`src/rtl/serial_mag_cmp16.sv`:
```
// serial_mag_cmp16: nibble-serial magnitude comparator with a 74x85-style cascade input.
// The LSB nibble goes first, so the most significant differing nibble decides the result.
`timescale 1ns/1ps
module serial_mag_cmp16 #(
  parameter int NIB = 4
) (
  input  logic             clk,
  input  logic             rst,
  input  logic             start,
  input  logic [4*NIB-1:0] a_in,
  input  logic [4*NIB-1:0] b_in,
  input  logic             ia_lt_b,
  input  logic             ia_eq_b,
  input  logic             ia_gt_b,
  input  logic             en,
  output logic             busy,
  output logic             done,
  output logic             oa_lt_b,
  output logic             oa_eq_b,
  output logic             oa_gt_b
);
  localparam int CW = NIB > 1 ? $clog2(NIB) : 1;
  localparam logic [1:0] IDLE = 2'd0, RUN = 2'd1, DONE = 2'd2;
  logic [1:0]       r_state;
  logic [CW-1:0]    r_cnt;
  logic [4*NIB-1:0] r_a, r_b;
  logic             r_lt, r_eq, r_gt;
  logic [3:0]       w_na, w_nb;
  logic             w_last, w_neq;
  assign w_na   = 4'(r_a >> (4 * r_cnt));
  assign w_nb   = 4'(r_b >> (4 * r_cnt));
  assign w_neq  = w_na == w_nb;
  assign w_last = r_cnt == CW'(NIB - 1);
  assign busy   = r_state == RUN;
  assign done   = r_state == DONE;
  assign oa_lt_b = r_lt & en;
  assign oa_eq_b = r_eq & en;
  assign oa_gt_b = r_gt & en;
  always_ff @(posedge clk or posedge rst) begin
    if (rst) begin
      r_state <= IDLE;
      r_cnt   <= '0;
      r_a     <= '0;
      r_b     <= '0;
      r_lt    <= 1'b0;
      r_eq    <= 1'b0;
      r_gt    <= 1'b0;
    end else if (r_state == IDLE && start) begin
      r_state <= RUN;
      r_cnt   <= '0;
      r_a     <= a_in;
      r_b     <= b_in;
      r_eq    <= ia_eq_b;
      r_gt    <= ~(ia_lt_b | ia_eq_b);
      r_lt    <= ~(ia_gt_b | ia_eq_b);
    end else if (r_state == RUN) begin
      r_eq    <= w_neq & r_eq;
      r_gt    <= (w_na > w_nb) | (w_neq & r_gt);
      r_lt    <= (w_na < w_nb) | (w_neq & r_lt);
      r_cnt   <= w_last ? r_cnt : r_cnt + 1'b1;
      r_state <= w_last ? DONE : RUN;
    end else if (r_state != IDLE) begin
      r_state <= IDLE;
    end
  end
endmodule

```
`config.mk`:
```
export PLATFORM = sky130hd
export DESIGN_NAME = serial_mag_cmp16
export DESIGN_NICKNAME = d
export VERILOG_FILES = /design/src/rtl/serial_mag_cmp16.sv
export SDC_FILE = /design/constraint.sdc
export NUM_CORES = 1
export LEC_CHECK = 0
export ABC_AREA = 1
export CAP_MARGIN = 30
export CORE_MARGIN = 10
export CORE_UTILIZATION = 50
export CTS_CLUSTER_SIZE = 14
export DETAILED_ROUTE_END_ITERATION = 10
export GPL_TIMING_DRIVEN = 1
export PLACE_DENSITY = 0.8
export SLEW_MARGIN = 20
export SYNTH_ARGS = -nofsm -noshare
export SYNTH_HDL_FRONTEND = slang
export SYNTH_SLANG_ARGS = --single-unit
```
`constraint.sdc`:
```
create_clock -name clk -period 2.61 [get_ports clk]
set_clock_uncertainty 0.2 [all_clocks]
set_input_delay 0.522 -clock clk [delete_from_list [all_inputs] [get_ports clk]]
set_output_delay 0.522 -clock clk [all_outputs]
set_load 0.02 [all_outputs]
```
# == After elaboration in Yosys (flattened, before gate mapping) ==
# Cells that the tools add are included.
# word_totals
mem_bits_rw,0
output_inout_bits,5
elab_cells,48
latch_bits,0
memories,0
romBits,0
regBits,39
# classes
div,0
reduce_logical,6
eq_ne,5
n_lt_le_gt_ge,2
shift,2
bitwise_logic,12
muxes,13
addsub,1
n_mul,0
# ops
cell,count
$shr 16x4->4,2
$mux 2,7
$and 1x1->1,6
$mux 1,6
$eq 2x2->1 const B,2
$eq 4x4->1,1
$gt 4x4->1,1
$lt 4x4->1,1
$or 1x1->1,4
$reduce_bool 2->1,2
$reduce_bool 3->1,1
$add 2x1->2 const B,1
$eq 2x1->1 const B,1
$logic_not 2->1,1
$ne 2x1->1 const B,1
$not 1->1,2
$reduce_and 2->1,1
$logic_and 1x1->1,1

# == Depth between registers and ports, before layout ==
# Gate-level depths: netlist of run 1.
# logic_depth
ltp_word,6
depth_mapped,13

# == Worst setup path before layout of run 1 ==
# Ideal clock, no wire load.
# synth_timing
path_kind,reg-to-reg
start,register r_cnt[0]
end,register with a tool-made name
stages_incl_launch_ff,11
t_arrival_ns,1.717
slack_ns,0.571
setup_time_ns,0.122
t_required_ns,2.288
cell_sequence,dfrtp_1 -> buf_4 -> buf_2 -> o21ai_0 -> o22ai_1 -> ha_1 -> nand2_1 -> nor2_1 -> nand2_4 -> a21oi_1 -> a21oi_2
# synth_lines
element,line,text
start: declaration,25,logic [CW-1:0] r_cnt;
start signal: assignment,60,r_cnt <= w_last ? r_cnt : r_cnt + 1'b1;

# == Worst setup path after layout of run 1 ==
# layout_timing
start,input en
end,output oa_lt_b
# layout_between
elab_chain_len,1
# layout_lines
element,line,text
start: declaration,15,"input logic en,"
$and 1x1->1,36,assign oa_lt_b = r_lt & en;
end: declaration,18,"output logic oa_lt_b,"
# Every way passes these cells.

==> results by group, run 1 <==
Final layout
  • Share of layout cells above drive strength 1: between 7 and 8%
  • Utilization after layout: between 60% and 70%
  • Area of the multi-input gates: 827.0 um^2
  • Reg area: 975.9 um^2
  • Final-layout fill cell count: 337
  • # nets final: 331
  • Final instance area: 2457 um^2
  • Antenna Cells: 0
  • Syn-to-layout area delta: 26.71%

Logic synthesis
  • Post-synth design cell area: 1939 um^2
  • Top cells by area, synth: dfrtp_1 (50%), nand2_1 (23%), o21ai_0 (3.4%)
  • Seq/Total Area, Yosys: 50.32%
  • Synth area leader: dfrtp_1
  • Synthesized Nets: 288
  • Mapped Cells: roughly 240
  • #FFs+latches synth: 39
  • Count leader, synth: nand2_1
  • Top_reg_cell synth: dfrtp_1
  • Post-synth EDFFs: 0
  • Yosys top cell area share: 50.32%
  • Fraction of registers with async set or reset after synthesis: 100.0%
  • Ys Warns: 0
  • Synth top cells by count: nand2_1 (120), dfrtp_1 (39), nor2_1 (16)
  • Syn avg cell area: 7.948 um^2
  • Distinct cell type count after synthesis: 20

Floorplan
  • Die Y: 82.28 um
  • Die W: around 80 um
  • Starting Density: between 50 and 60%
  • Ports: 44
  • Core Footprint: 3716 um^2
  • Die Area: 6770 um^2
  • Row Count: 22

Global routing
  • Initial antenna violation count: 0
  • Vias in the first global route: 1,583
  • Largest net degree at the start of global routing: 40
  • GRT busiest layer: met2
  • Total track usage: a little over an eighth
  • M3 GR Usage: 3.888%
  • First-pass GRT wire length: 7017 um
  • Met1 usage: 15.69%
  • GRT met2 Usage: a little over a fifth
  • GR Overflow Total: 0

Clock network
  • CTS tree: built
  • H-tree depth: 2
  • # Post-CTS Setup Buffers: 0
  • Clock sink count: 39
  • Worst-case clock buffer depth: 2
  • CTS buffer count: 5
  • CTS resizes: 0
  • Clock latency on the worst-skew pair: 0.30 ns
  • Clk root buf: clkbuf_8
  • Clock transition at path regs: 0.07 ns
  • Hold buffers post-CTS: 0

Setup path
  • Crit path DAT: 1.72 ns
  • Crit Path Category: primary input to primary output
  • Crit. End Element: primary output
  • Slowest cell delay on critical path: 0.59 ns
  • Most used cell, CP: clkdlybuf4s50_1
  • Critical Path, Cell by Cell: clkdlybuf4s50_1, nand2_1, inv_1, clkdlybuf4s50_1
  • Reg-to-Reg Start: r_cnt[1]$_DFFE_PP0P_
  • Crit. Startpoint: en
  • Worst Setup Start Kind: primary input
  • Slowest-stage cell, CP: clkdlybuf4s50_1
  • Crit path required time: ~1.9 ns
  • Worst-path fanout max: 3

Place
  • Placed instance area: 2376 um^2
  • IO Port Bufs: 43
  • Post-Place Worst Slack: 0.1654 ns
  • DPL Wire Length: 3005 um
  • Routability cong.: 0.8178

Timing
  • Slew Limit Fails: 0
  • Crit share post-route: 93.38%
  • RSZ-0062 raised after global routing: false
  • Worst setup margin: 0.1727 ns
  • Final setup viols: 0
  • Slew HR: 68.70%
  • Max Freq: a little over 400 MHz
  • Final hold violations: 0
  • Setup TNS: 0 ns
  • Min Clock Period, post-route: approximately 2.4 ns
  • Worst-margin pin slew: approximately 0.47 ns

Drt
  • Starting DRT DRC Count: about 100
  • Wire per inst: 12.51 um
  • DR vias/cell: around 4.8
  • Remaining antenna violation count after routing: 0
  • Number of remaining DRC errors: 0
  • Final wirelength: 4205 um
  • Vias: 1,623
  • First-pass detailed-route iteration total: 4

Pwr
  • Static leakage: 0.001252 uW
  • Pwr dens: 1176 nW/um^2
  • Tot Pwr: 2890 uW
  • Peak VDD IR: 0.0005180 V

Outcome
  • Outcome: finished clean

Hold path
  • Min-delay src: r_eq$_DFFE_PP0P_
  • Hold Crit Class: flip-flop to flip-flop

Run
  • Max_cap viols: 0
per-stage QoR:
stage	hold slack [ns]	instances
after CTS	0.2766	336
after global placement	0.2590	328
after global routing	0.3073	336
final	0.2738	336
after detailed placement	0.2598	328
after floorplan	0.2419	244
routing by layer:
layer / vias to the layer above / share of wire, %
li1: 841 / -
met1: 735 / 46
met2: 40 / 45
met3: 7 / 5.6
met4: 0 / 2.7
met5: - / 0
kinds of logic after synthesis:
| group | count (synthesis) | synth area share [%] |
|---|---|---|
| compound gates | 28 | 9.032 |
| simple gates | 147 | 30.39 |
| fa+ha+maj | 5 | 3.226 |
| flops | 39 | 50.32 |
| buf+inv | 25 | 7.032 |
cell usage in the layout, fill, tap and decap left out, types with 2 or more instances in the layout:
cell and instances:
nand2_1 120, inv_1 12, o22ai_1 4, dfrtp_1 39, clkdlybuf4s50_1 43, nand2_4 3
clkbuf_8 5, nand3_1 4, inv_2 2, a21oi_1 6, o21ai_0 13, clkbuf_1 2
ha_1 5, buf_4 4, a32o_1 3, nor2_2 2, nor2_1 16
state kept, by name, indices dropped and copies added (netlist names), named ones only:
name     cells
r_b         16
r_a         16
r_eq         1
r_lt         1
r_state      2
r_cnt        2
layout make-up:
class | count | area share, %
Clock inverter | 1 | 0.2037
Clock buffer | 7 | 3.106
Inverter | 14 | 2.138
Timing Repair Buffer | 47 | 18.74
Multi-Input combinational cell | 180 | 33.66
Sequential cell | 39 | 39.71
Tap cell | 48 | 2.444
path summary, 6_finish.rpt:
check                      depth (start not counted)            endpoint  slack [ns]
max reg2reg                                        9           flip-flop        0.33
min reg2reg                                        2    r_eq$_DFFE_PP0P_        0.27
max                                                4             oa_lt_b        0.17
max in group asynchronous                          3  r_a[0]$_DFFE_PP0P_        1.45
min in group asynchronous                          3  r_b[0]$_DFFE_PP0P_        0.43
min                                                2    r_eq$_DFFE_PP0P_        0.27
worst max-delay path, delay by kind of cell:
family	cells	cell delay (ns)
AND/OR/NAND/NOR	1	0.06
buffers and inverters	3	1.13
report_power, final:
group	switching [uW]	internal [uW]	leakage, uW
registers	180	897	0.000483
logic	840	581	0.000726
clock network	205	187	0.0000422
total	1220	1670	0.00125
(Power assumes the default switching activity.)
==> run 2, diff against run 1 <==
- SETUP_SLACK_MARGIN: default -> 0.4
==> results by group, run 2 (synthesis results as in run 1) <==
Outcome
  • Outcome: finished clean (unchanged)

Timing
  • Crit share post-route: 81.85% (was 93.38%)
  • Min Clock Period, post-route: 2.136 ns (was 2.437 ns)
  • Setup TNS: 0 ns (unchanged)
  • Min Hold Slack: 0.2735 ns (was 0.2738 ns)
  • Max Freq: 468.1 MHz (was 410.3 MHz)
  • RSZ-0062 raised after global routing: true (was false)
  • Worst-margin pin slew: 0.4752 ns (was 0.4695 ns)
  • Slew HR: 68.32% (was 68.70%)
  • Worst setup margin: 0.4738 ns (was 0.1727 ns)
  • Final hold violations: 0 (unchanged)
  • Final setup viols: 0 (unchanged)
  • Slew Limit Fails: 0 (unchanged)

Run
  • Max_cap viols: 0 (unchanged)

Pwr
  • P_int: 1719 uW (was 1665 uW)
  • Pwr dens: 1202 nW/um^2 (was 1176 nW/um^2)
  • Switching Share: 43.08% (was 42.37%)
  • Logic pwr share: 51.0% (was 49.2%)
  • Clock network fraction of total power: 13.1% (was 13.6%)
  • Peak VDD IR: 0.0005336 V (was 0.0005180 V)
  • Sequential power share: 35.9% (was 37.3%)
  • Static leakage: 0.001279 uW (was 0.001252 uW)
  • Psw: 1302 uW (was 1224 uW)

Clock network
  • Hold buffers post-CTS: 0 (unchanged)
  • Clk root buf: clkbuf_8 (unchanged)
  • Clock latency on the worst-skew pair: 0.30 ns (about the same)
  • CTS buffer count: 5 (unchanged)
  • Clock sink count: 39 (unchanged)
  • Worst-case clock buffer depth: 2 (unchanged)
  • H-tree depth: 2 (unchanged)
  • CTS tree: built (unchanged)
  • Clock transition at path regs: 0.07 ns (about the same)

Setup path
  • Crit. End Element: primary output (unchanged)
  • Crit path required time: 1.89 ns (about the same)
  • Crit Path Category: primary input to primary output (unchanged)
  • Worst-path fanout max: 3 (unchanged)
  • Worst Setup Start Kind: primary input (unchanged)
  • Crit path DAT: 1.41 ns (was 1.72 ns)

Final layout
  • Final-layout fill cell count: 324 (was 337)
  • Share of layout cells above drive strength 1: 11.26% (was 7.292%)
  • Largest regs: r_a (16), r_b (16) (unchanged)
  • Commonest non-fill, non-tap cell in the layout: nand2_1 (unchanged)
  • # nets final: 336 (was 331)
  • Most frequent cells in the layout: nand2_1 (120), clkdlybuf4s50_1 (39), dfrtp_1 (37), nor2_1 (15), o21ai_0 (13) (was nand2_1 (120), clkdlybuf4s50_1 (43), dfrtp_1 (39), nor2_1 (16), o21ai_0 (13))
  • Syn-to-layout area delta: 29.61% (was 26.71%)
  • Antenna Cells: 0 (unchanged)

Global routing
  • Total track usage: 13.82% (was 13.48%)
  • GR Overflow Total: 0 (unchanged)
  • Initial antenna violation count: 0 (unchanged)
  • Largest net degree at the start of global routing: 40 (unchanged)
  • Vias in the first global route: 1,624 (was 1,583)
  • First-pass GRT wire length: 7196 um (was 7017 um)

Place
  • Post-Place Worst Slack: 0.1654 ns (unchanged)
  • Routability cong.: 0.8178 (unchanged)
  • DPL Wire Length: 3005 um (unchanged)
  • IO Port Bufs: 43 (unchanged)

Hold path
  • Hold Crit Class: flip-flop to flip-flop (unchanged)

Drt
  • Vias: 1,662 (was 1,623)
  • DR vias/cell: 4.874 (was 4.830)
  • Number of remaining DRC errors: 0 (unchanged)
  • Final wirelength: 4411 um (was 4205 um)
  • Remaining antenna violation count after routing: 0 (unchanged)
  • Wire per inst: 12.94 um (was 12.51 um)
  • Starting DRT DRC Count: 99 (was 104)
  • First-pass detailed-route iteration total: 4 (unchanged)

Floorplan
  • Row Count: 22 (unchanged)
  • Die Y: 82.28 um (unchanged)
  • Die Area: 6770 um^2 (unchanged)
  • Core Footprint: 3716 um^2 (unchanged)
  • Die W: 82.28 um (unchanged)
  • Starting Density: 52.19% (unchanged)
  • Ports: 44 (unchanged)
==> run 2: cell count changes in the layout (fill, tap and decap cells not counted), moves of 2 or more <==
cell / before / now
buf_4: 4 / 8
clkdlybuf4s15_1: 0 / 2
clkdlybuf4s50_1: 43 / 39
dfrtp_2: 0 / 2
dfrtp_1: 39 / 37
==> run 2: layout make-up <==
class	count	area, um^2	share of cell area, %
Timing Repair Buffer	52	495.5	19.71
Clock buffer	7	76.32	3.036
Clock inverter	1	5.005	0.1991
Inverter	14	58.81	2.339
Tap cell	48	60.06	2.389
Sequential cell	39	978.4	38.92
Multi-Input combinational cell	180	839.6	33.40
==> run 2: timing repair <==
item                       4_1_cts  5_1_grt
pin swaps                        0        0
setup buffers                    3        2
gates resized for setup          9       11
setup endpoints to repair        5        6
==> run 2: layer usage <==
| metal | wire [um] | track usage, % | share of wire (%) | vias to the layer above |
|---|---|---|---|---|
| met4 | 142 | 9.014 | 3.2 | 0 |
| met3 | 294 | 4.428 | 6.7 | 9 |
| met1 | 1942 | 15.69 | 44 | 746 |
| met2 | 2033 | 21.93 | 46 | 54 |
| li1 | - | - | - | 853 |
| met5 | 0 | 0 | 0 | - |
==> run 2: through the flow <==
| step | utilization (%) | total power, uW | area (um^2) | std cells |
|---|---|---|---|---|
| 2_1_floorplan | - | 2179 | 1939 | 244 |
| 3_3_place_gp | 63.94 | 2449 | 2376 | 328 |
| 3_5_place_dp | 63.94 | 2499 | 2376 | 328 |
| 4_1_cts | 66.80 | 2949 | 2482 | 339 |
| 5_1_grt | 67.64 | 3304 | 2514 | 341 |
| 6_report | 67.64 | 3021 | 2514 | 341 |
==> run 2: power groups by stage <==
stage	logic [uW]	clock network, uW	registers, uW
finish	1540	395	1090
global placement	1380	0	1070
floorplan	1160	0	1020
detailed placement	1420	0	1080
CTS	1470	400	1080
global route	1770	421	1120
==> run 2: critical path, stage by stage <==
cell and delay (ns):
clkdlybuf4s50_1 0.50, nand2_1 0.06, inv_1 0.04, clkdlybuf4s15_1 0.29
==> run 2: worst paths after layout <==
| kind | from | end | slack [ns] | cells after the start |
|---|---|---|---|---|
| hold / removal | r_eq$_DFFE_PP0P_ | r_eq$_DFFE_PP0P_ | 0.27 | 2 |
| max in group asynchronous | rst | r_cnt[1]$_DFFE_PP0P_ | 1.42 | 3 |
| hold reg to reg | r_eq$_DFFE_PP0P_ | r_eq$_DFFE_PP0P_ | 0.27 | 2 |
| setup reg to reg | r_cnt[1]$_DFFE_PP0P_ | flip-flop | 0.49 | 10 |
| setup / recovery | en | oa_lt_b | 0.47 | 4 |
| min in group asynchronous | rst | r_b[2]$_DFFE_PP0P_ | 0.43 | 3 |
==> run 3, diff against run 2 <==
- CORE_UTILIZATION: 50 -> 45
- PLACE_DENSITY: 0.8 -> 0.76
- clock period: 2.61 -> 1.9 ns (I/O delays scaled with it)
==> results by group, run 3 (synthesis results as in run 1) <==
Place
  • IO Port Bufs: 43 (unchanged)
  • Post-Place Worst Slack: -0.2628 ns (was 0.1654 ns)
  • DPL Wire Length: 3460 um (was 3005 um)
  • Placed cell count: 341 (was 328)
  • Routability cong.: 0.8240 (was 0.8178)

Drt
  • Vias: 1,734 (was 1,662)
  • Final wirelength: 4742 um (was 4411 um)
  • First-pass detailed-route iteration total: 4 (unchanged)
  • Remaining antenna violation count after routing: 0 (unchanged)
  • Wire per inst: 13.40 um (was 12.94 um)
  • Number of remaining DRC errors: 0 (unchanged)
  • Starting DRT DRC Count: 99 (unchanged)
  • DR vias/cell: 4.898 (was 4.874)

Timing
  • Worst-margin pin slew: 0.2309 ns (was 0.4752 ns)
  • Slew Limit Fails: 0 (unchanged)
  • Crit share post-route: 105.0%
  • Worst setup margin: -0.09411 ns (was 0.4738 ns)
  • RSZ-0062 raised after global routing: true (unchanged)
  • Final setup viols: 3 (was 0)
  • Max Freq: 501.5 MHz
  • Slew HR: 84.61% (was 68.32%)
  • Final hold violations: 0 (unchanged)
  • Min Clock Period, post-route: 1.994 ns
  • Setup TNS: -0.1468 ns (was 0 ns)

Clock network
  • Clk root buf: clkbuf_8 (unchanged)
  • CTS buffer count: 5 (unchanged)
  • Clock sink count: 39 (unchanged)
  • H-tree depth: 2 (unchanged)
  • Clock latency on the worst-skew pair: 0.28 ns (was 0.30 ns)
  • Hold buffers post-CTS: 0 (unchanged)
  • CTS tree: built (unchanged)
  • Clock transition at path regs: 0.07 ns (about the same)
  • Worst-case clock buffer depth: 2 (unchanged)

Setup path
  • Crit Path Category: flip-flop to flip-flop (was primary input to primary output)
  • Crit path required time: 1.88 ns (was 1.89 ns)
  • Flop2flop setup slack: -0.09 ns (was 0.49 ns)
  • Worst Setup Start Kind: flip-flop (was primary input)
  • Worst-path fanout max: 9 (was 3)
  • Crit path DAT: 1.97 ns (was 1.41 ns)
  • Crit. End Element: flip-flop (was primary output)

Final layout
  • Syn-to-layout area delta: 40.97% (was 29.61%)
  • # nets final: 349 (was 336)
  • Most frequent cells in the layout: nand2_1 (116), dfrtp_1 (38), clkdlybuf4s50_1 (37), buf_4 (15), nor2_1 (13) (was nand2_1 (120), clkdlybuf4s50_1 (39), dfrtp_1 (37), nor2_1 (15), o21ai_0 (13))
  • Largest regs: r_a (16), r_b (16) (unchanged)
  • Post-route non-filler standard cell count: 354 (was 341)
  • Commonest non-fill, non-tap cell in the layout: nand2_1 (unchanged)
  • Antenna Cells: 0 (unchanged)
  • Share of layout cells above drive strength 1: 21.38% (was 11.26%)

Global routing
  • Initial antenna violation count: 0 (unchanged)
  • Vias in the first global route: 1,779 (was 1,624)
  • Total track usage: 12.95% (was 13.82%)
  • Largest net degree at the start of global routing: 40 (unchanged)
  • GR Overflow Total: 0 (unchanged)
  • First-pass GRT wire length: 7866 um (was 7196 um)

Outcome
  • Violated checks: setup timing
  • Outcome: finished with violations (was finished clean)

Pwr
  • Pwr dens: 1757 nW/um^2 (was 1202 nW/um^2)
  • Tot Pwr: 4804 uW (was 3021 uW)
  • Static leakage: 0.001378 uW (was 0.001279 uW)
  • Peak VDD IR: 0.0008408 V (was 0.0005336 V)

Floorplan
  • Core Footprint: 4086 um^2 (was 3716 um^2)
  • Starting Density: 47.46% (was 52.19%)
  • Row Count: 23 (was 22)
  • Die Area: 7336 um^2 (was 6770 um^2)
  • Ports: 44 (unchanged)
  • Die Y: 85.65 um (was 82.28 um)
  • Die W: 85.65 um (was 82.28 um)

Run
  • Max_cap viols: 0 (unchanged)

Hold path
  • Hold Crit Class: primary input to asynchronous set/reset pin (was flip-flop to flip-flop)
-- run 3: final timing paths --
kind                                 startpoint                    to  cells past startpoint
setup / recovery           r_cnt[0]$_DFFE_PP0P_             flip-flop                     10
hold / removal                              rst    r_b[4]$_DFFE_PP0P_                      3
setup reg to reg           r_cnt[0]$_DFFE_PP0P_             flip-flop                     10
hold reg to reg             r_a[11]$_DFFE_PP0P_   r_a[11]$_DFFE_PP0P_                      2
max in group asynchronous                   rst  r_cnt[0]$_DFFE_PP0P_                      3
min in group clk            r_a[11]$_DFFE_PP0P_   r_a[11]$_DFFE_PP0P_                      2
-- run 3: cell type report --
cell class	count	area (um^2)
Timing Repair Buffer	65	648.1
Tap cell	50	62.56
Multi-Input combinational cell	180	913.4
Clock buffer	6	72.57
Fill cell	363	1353
Inverter	14	60.06
Sequential cell	39	977.2
-- run 3: what timing repair did --
| item | in CTS | in global routing |
|---|---|---|
| endpoints found under the setup margin | 10 | 23 |
| cloned | 0 | 0 |
| pin swaps | 9 | 5 |
| setup buffers | 4 | 3 |
| gates resized for setup | 47 | 12 |
-- run 3: critical path, cell delays in order, from the launching register on --
cell and delay, ns:
dfrtp_2 0.46, buf_6 0.16, o21ai_2 0.15, o22ai_2 0.11, ha_1 0.33, nand2_2 0.12, inv_1 0.05, nand2_1 0.09
nand2_1 0.06, nand2_1 0.09, a21oi_2 0.06
-- run 3: power by group --
part	switching, uW	leakage, uW	internal (uW)
Combinational	1510	0.000859	1290
Clock	253	0.0000371	244
Sequential	271	0.000482	1240
Total	2040	0.00138	2770
-- run 3: metal layers --
layer  wire length, um  global-route usage (%)  up-vias
li1                  -                       -      878
met1              2005                   15.26      812
met2              2468                   21.25       40
met3               236                   5.109        4
met4                31                   3.743        0
met5                 0                       0        -
-- run 3: per-stage QoR --
stage	instance area, um^2	utilization (%)	hold WS [ns]
after floorplan	1967	-	0.2419
after global placement	2497	61.11	0.2642
after detailed placement	2497	61.11	0.2633
after CTS	2656	65.00	0.2488
after global routing	2734	66.90	0.2594
final	2734	66.90	0.2423
